`config.mk`:
```
export PLATFORM = sky130hd
export DESIGN_NAME = uart_tx_serializer
export DESIGN_NICKNAME = d
export VERILOG_FILES = /design/src/rtl/uart_pkg.sv /design/src/rtl/uart_tx_serializer_bit_timer.sv /design/src/rtl/uart_tx_serializer.sv
export SDC_FILE = /design/constraint.sdc
export NUM_CORES = 1
export LEC_CHECK = 0
export CORE_MARGIN = 5
export CORE_UTILIZATION = 65
export CTS_BUF_LIST = sky130_fd_sc_hd__clkbuf_8
export CTS_CLUSTER_SIZE = 12
export DETAILED_ROUTE_END_ITERATION = 16
export GPL_TIMING_DRIVEN = 0
export PLACE_DENSITY = 0.87
export SLEW_MARGIN = 20
export SYNTH_ARGS = -nofsm -noshare
export SYNTH_HDL_FRONTEND = slang
export SYNTH_HIERARCHICAL = 1
export SYNTH_SLANG_ARGS = --single-unit
```
`constraint.sdc`:
```
create_clock -name clk -period 7.6 [get_ports clk]
set_input_delay 1.14 -clock clk [delete_from_list [all_inputs] [get_ports clk]]
set_output_delay 1.14 -clock clk [all_outputs]
set_load 0.01 [all_outputs]
```
`src/rtl/uart_pkg.sv`:
```
// rtl/uart_pkg.sv - shared UART definitions: FSM states, oversampling and bit-period helper
package uart_pkg;

  typedef enum logic [1:0] {IDLE, START, DATA, STOP} uart_state_t;

  localparam int OVERSAMPLE = 8;
  localparam int OS_BITS    = $clog2(OVERSAMPLE);
  localparam int STOP_BITS  = 1;
  localparam int PRESCALE_W = 16;

  // Terminal count of the bit timer: OVERSAMPLE*max(prescale,1) - 1.
  function automatic logic [PRESCALE_W+OS_BITS-1:0] bit_period_m1(input logic [PRESCALE_W-1:0] prescale);
    logic [PRESCALE_W-1:0] pm1;
    pm1 = (prescale == '0) ? '0 : prescale - PRESCALE_W'(1);
    return {pm1, {OS_BITS{1'b1}}};
  endfunction

endpackage

```
`src/rtl/uart_tx_serializer_bit_timer.sv`:
```
// rtl/uart_tx_serializer_bit_timer.sv - loadable down-counter, one-cycle bit_tick per bit period
module uart_bit_timer #(
  parameter int CNT_W = 19
) (
  input  logic             clk,
  input  logic             rst_n,
  input  logic             restart,
  input  logic [CNT_W-1:0] load_value,
  output logic             bit_tick
);

  logic [CNT_W-1:0] cnt;

  assign bit_tick = (cnt == '0);

  always_ff @(posedge clk or negedge rst_n) begin
    if (!rst_n) begin
      cnt <= '0;
    end else if (restart || bit_tick) begin
      cnt <= load_value;
    end else begin
      cnt <= cnt - CNT_W'(1);
    end
  end

endmodule

```
`src/rtl/uart_tx_serializer.sv`:
```
// rtl/uart_tx_serializer.sv - 8N1 UART transmitter with a one-byte holding register
module uart_tx_serializer
  import uart_pkg::*;
#(
  parameter int DATA_WIDTH     = 8,
  parameter int PRESCALE_WIDTH = PRESCALE_W
) (
  input  logic                      clk,
  input  logic                      rst_n,
  input  logic [DATA_WIDTH-1:0]     data,
  input  logic                      valid,
  output logic                      ready,
  output logic                      txd,
  output logic                      busy,
  input  logic [PRESCALE_WIDTH-1:0] prescale
);

  localparam int CNT_W = PRESCALE_WIDTH + OS_BITS;
  localparam int IDX_W = (DATA_WIDTH > 1) ? $clog2(DATA_WIDTH) : 1;

  uart_state_t           state;
  logic [DATA_WIDTH-1:0] hold;
  logic [DATA_WIDTH-1:0] shreg;
  logic                  hold_full;
  logic [IDX_W-1:0]      bit_idx;
  logic [CNT_W-1:0]      period_m1;
  logic [CNT_W-1:0]      period_load;
  logic                  bit_tick;
  logic                  load;

  assign ready = !hold_full;
  assign busy  = (state != IDLE) || hold_full;

  // A frame starts from IDLE, or at the last stop-bit edge so frames run back to back.
  assign load        = hold_full && ((state == IDLE) || ((state == STOP) && bit_tick));
  assign period_load = load ? bit_period_m1(prescale) : period_m1;

  uart_bit_timer #(.CNT_W(CNT_W)) u_bit_timer (
    .clk        (clk),
    .rst_n      (rst_n),
    .restart    (load),
    .load_value (period_load),
    .bit_tick   (bit_tick)
  );

  always_ff @(posedge clk or negedge rst_n) begin
    if (!rst_n) begin
      state     <= IDLE;
      txd       <= 1'b1;
      hold      <= '0;
      shreg     <= '0;
      hold_full <= 1'b0;
      bit_idx   <= '0;
      period_m1 <= '0;
    end else begin
      if (valid && ready) begin
        hold      <= data;
        hold_full <= 1'b1;
      end
      if (load) begin
        shreg     <= hold;
        hold_full <= 1'b0;
        txd       <= 1'b0;
        state     <= START;
        period_m1 <= period_load;
        bit_idx   <= '0;
      end else if (bit_tick) begin
        case (state)
          START: begin
            state <= DATA;
            txd   <= shreg[0];
          end
          DATA: begin
            if (bit_idx == IDX_W'(DATA_WIDTH - 1)) begin
              state <= STOP;
              txd   <= 1'b1;
            end else begin
              bit_idx <= bit_idx + IDX_W'(1);
              shreg   <= shreg >> 1;
              txd     <= shreg[1];
            end
          end
          STOP:    state <= IDLE;
          default: state <= IDLE;
        endcase
      end
    end
  end

endmodule

```
==> results.cfg <==
[floorplanning]
dieArea_um2 = 6850
io_pins = 30
placement_rows = 26
core_area_um2 = 5140
initial_utilization_pct = 67.0
dieHeight_um = 82.8
die_x_um = 82.8

[setup_path]
required_ns = 7.81
crit_type = flip-flop to flip-flop
path_buf_inv = 7
cp_max_fo = 13
crit_path_cell_trace = nor4_2 > clkbuf_1 > nand4_1 > nor4_1 > a21o_1 > nand2_1 > inv_1 > buf_2 > clkbuf_1 > inv_1 > o31a_1 > buf_6 > buf_12 > mux2_4
cp_slowest_cell = nor4_1
r2r_cells = 14
cp-start-kind = flip-flop
worst-path-stages = 14
cpPeakStageDelay_ns = 0.69
cp-end-kind = flip-flop
arrival_ns = 4.66
crit_family = buffers and inverters

[cells_and_area]
fill_cells = 346
final_area_um2 = 4010
drive_gt1_share_pct = 15.1
diodes = 0
area_growth_pct = 16.5
fin_util_pct = 78.0
stdcell_count = 442
final_cell_mix = 60 x dfrtp_1, 28 x nand2_1, 28 x clkdlybuf4s50_1
nets = 403
final_common_cell = dfrtp_1

[synth]
synthCells = 326
yosysTopAreaCellShare_pct = 43.6
synth_largest_area_cell = dfrtp_1
ys_ff_latch = 61
synth_flop_cell = dfrtp_1
synth_edf_count = 0
synth_area_um2 = 3440
synth_fp_nets = 362
ys_warn_count = 6
syn_avg_cell_area_um2 = 10.6
async_flop_share_pct = 100
synth_cell_types = 44
yosysSeqAreaShare_pct = 44.4
synthTopCellsByArea = dfrtp_1 44%, mux2_2 5.6%, mux2i_1 4.9%, xnor2_1 3.6%, mux2_4 3.5%

[global_route]
antenna_found_initial = 0
gr-total-overflow = 0
grt_first_pass_wirelength_um = 12300
grt_max_degree = 34
grt_util_all_layers_pct = 24.3
grt_pass1_vias = 2593

[sta]
rsz0062_at_grt = no
fin_setup_tns_ns = 0
clock.fmax_mhz = 225
holdWs_ns = 0.459
hold_viol = 0
drv_slew = 0
fin_crit_sh_pct = 58.4
tightest_slew_ns = 0.794
period_needed_ns = 4.44
finalSetupViolCount = 0
slew_headroom_pct = 46.6
clock_skew_ns = 0.00949

[clock_network]
cts_root_buffer = clkbuf_8
cts_tree = built
cts_resized = 0
cts.sinks = 61
numCtsBuffers = 9
holdBufCountCts = 0
post_cts.repair.setup_buffers = 0
clkLatencyLatePin_ns = 0.34
max-clock-path-buffers = 2
htree_levels = 3
clk_pin_slew_ns = 0.06

[drt]
route.detailed.drc = 0
wl_per_cell_um = 16.6
vias = 2628
drt_iter0_drc = 132
drtAntennaViolNets = 0
drt_first_pass_iters = 4
drt-vias-per-instance = 5.95
wl_um = 7350

[pwr]
seqPwrFrac_pct = 43.9
p_clk_share_pct = 19.0
switchingPower_uw = 463
swShare_pct = 35.5
max-vdd-ir-drop_uv = 203
comb_power_share_pct = 37.1
power_density_nw_per_um2 = 326
p_leak_nw = 1.76
p_int_uw = 842

[placement]
place_area_um2 = 3840
port_buffers = 29
placed_cells = 426
place.gp.congestion = 0.871
dp.final_hpwl_um = 5200

[hold_path]
hold_class = flip-flop to flip-flop
hold_depth = 1

[outcome]
status = completed

[job]
maxCapViolCount = 0
[cell usage after synthesis (2+ instances only)]
| cell | number |
|---|---|
| dfrtp_1 | 60 |
| ha_1 | 9 |
| xnor2_1 | 14 |
| mux2_2 | 17 |
| buf_2 | 2 |
| nor2_1 | 19 |
| o21ai_0 | 23 |
| nand3b_1 | 3 |
| nor3b_1 | 2 |
| inv_1 | 10 |
| nand4b_1 | 3 |
| nor2b_1 | 3 |
| nor4_1 | 7 |
| a31oi_1 | 3 |
| mux2_4 | 8 |
| nand3_1 | 5 |
| nor4_4 | 3 |
| nand2b_1 | 8 |
| nand4_1 | 11 |
| mux2i_1 | 17 |
| nor4_2 | 3 |
| a21oi_1 | 15 |
| clkbuf_1 | 9 |
| o31a_1 | 2 |
| nand2_1 | 28 |
| xor2_1 | 12 |
| o31ai_1 | 8 |
| nor3_1 | 6 |
[flip-flops by register name, indices dropped and copies added, names as in the netlist]
signal,count
hold,8
shreg,8
state,2
u_bit_timer/cnt,19
bit_idx,3
txd,1
hold_full,1
period_m1,19
[worst paths after layout]
path                                    start                   to  slack [ns]
setup / recovery           u_bit_timer/cnt[3]  u_bit_timer/cnt[11]        3.16
hold / removal                   period_m1[2]         period_m1[2]        0.46
setup reg to reg           u_bit_timer/cnt[3]  u_bit_timer/cnt[11]        3.16
hold reg to reg                  period_m1[2]         period_m1[2]        0.46
max in group asynchronous               rst_n                  txd        6.33
min in group asynchronous               rst_n           bit_idx[2]        0.72
[stage by stage]
stage	total power, mW	worst slack, ns
6_report	1.30	3.16
5_1_grt	1.40	2.77
4_1_cts	1.31	3.18
3_5_place_dp	1.05	3.23
3_3_place_gp	1.01	3.23
2_1_floorplan	0.915	4.05
[power by group through the flow]
stage                     Clock, mW  Combinational (mW)  Sequential [mW]
after detailed placement          0               0.474            0.575
after floorplan                   0               0.366            0.550
final                         0.248               0.484            0.573
after CTS                     0.251               0.484            0.572
after global placement            0               0.449            0.565
after global routing          0.270               0.537            0.591
[layer usage]
metal	share of wire, %	track usage [%]	vias up
met4	1.5	6.86	0
li1	-	-	1251
met1	45	31.8	1311
met2	50	39.7	54
met3	3.7	7.02	12
met5	0	0	-
[cells by family after synthesis]
family,Yosys count,share of synthesized area [%]
XOR/XNOR,26,6.62
adder cells (fa/ha/maj),9,3.27
buffers and inverters,24,3.67
multiplexers,42,14.0
AND/OR/NAND/NOR,109,18.7
flip-flops,61,44.4
AO/OA/AOI/OAI,55,9.34
[final cells by class]
type / instances / area (µm²) / area share [%]
Buffer: 14 / 88.8 / 2.22
Clock buffer: 11 / 151 / 3.78
Clock inverter: 5 / 20.0 / 0.499
Inverter: 10 / 37.5 / 0.936
Multi-Input combinational cell: 241 / 1790 / 44.6
Sequential cell: 61 / 1530 / 38.1
Tap cell: 70 / 87.6 / 2.18
Timing Repair Buffer: 30 / 308 / 7.68
[worst reg2reg max path, cell delays in order (launching register included)]
cell and delay [ns]:
dfrtp_1 0.42, nor4_2 0.48, clkbuf_1 0.38, nand4_1 0.14, nor4_1 0.69, a21o_1 0.20
nand2_1 0.16, inv_1 0.14, buf_2 0.27, clkbuf_1 0.52, inv_1 0.16, o31a_1 0.15
buf_6 0.15, buf_12 0.15, mux2_4 0.30
Note: power is estimated with default switching activity, not from simulation.
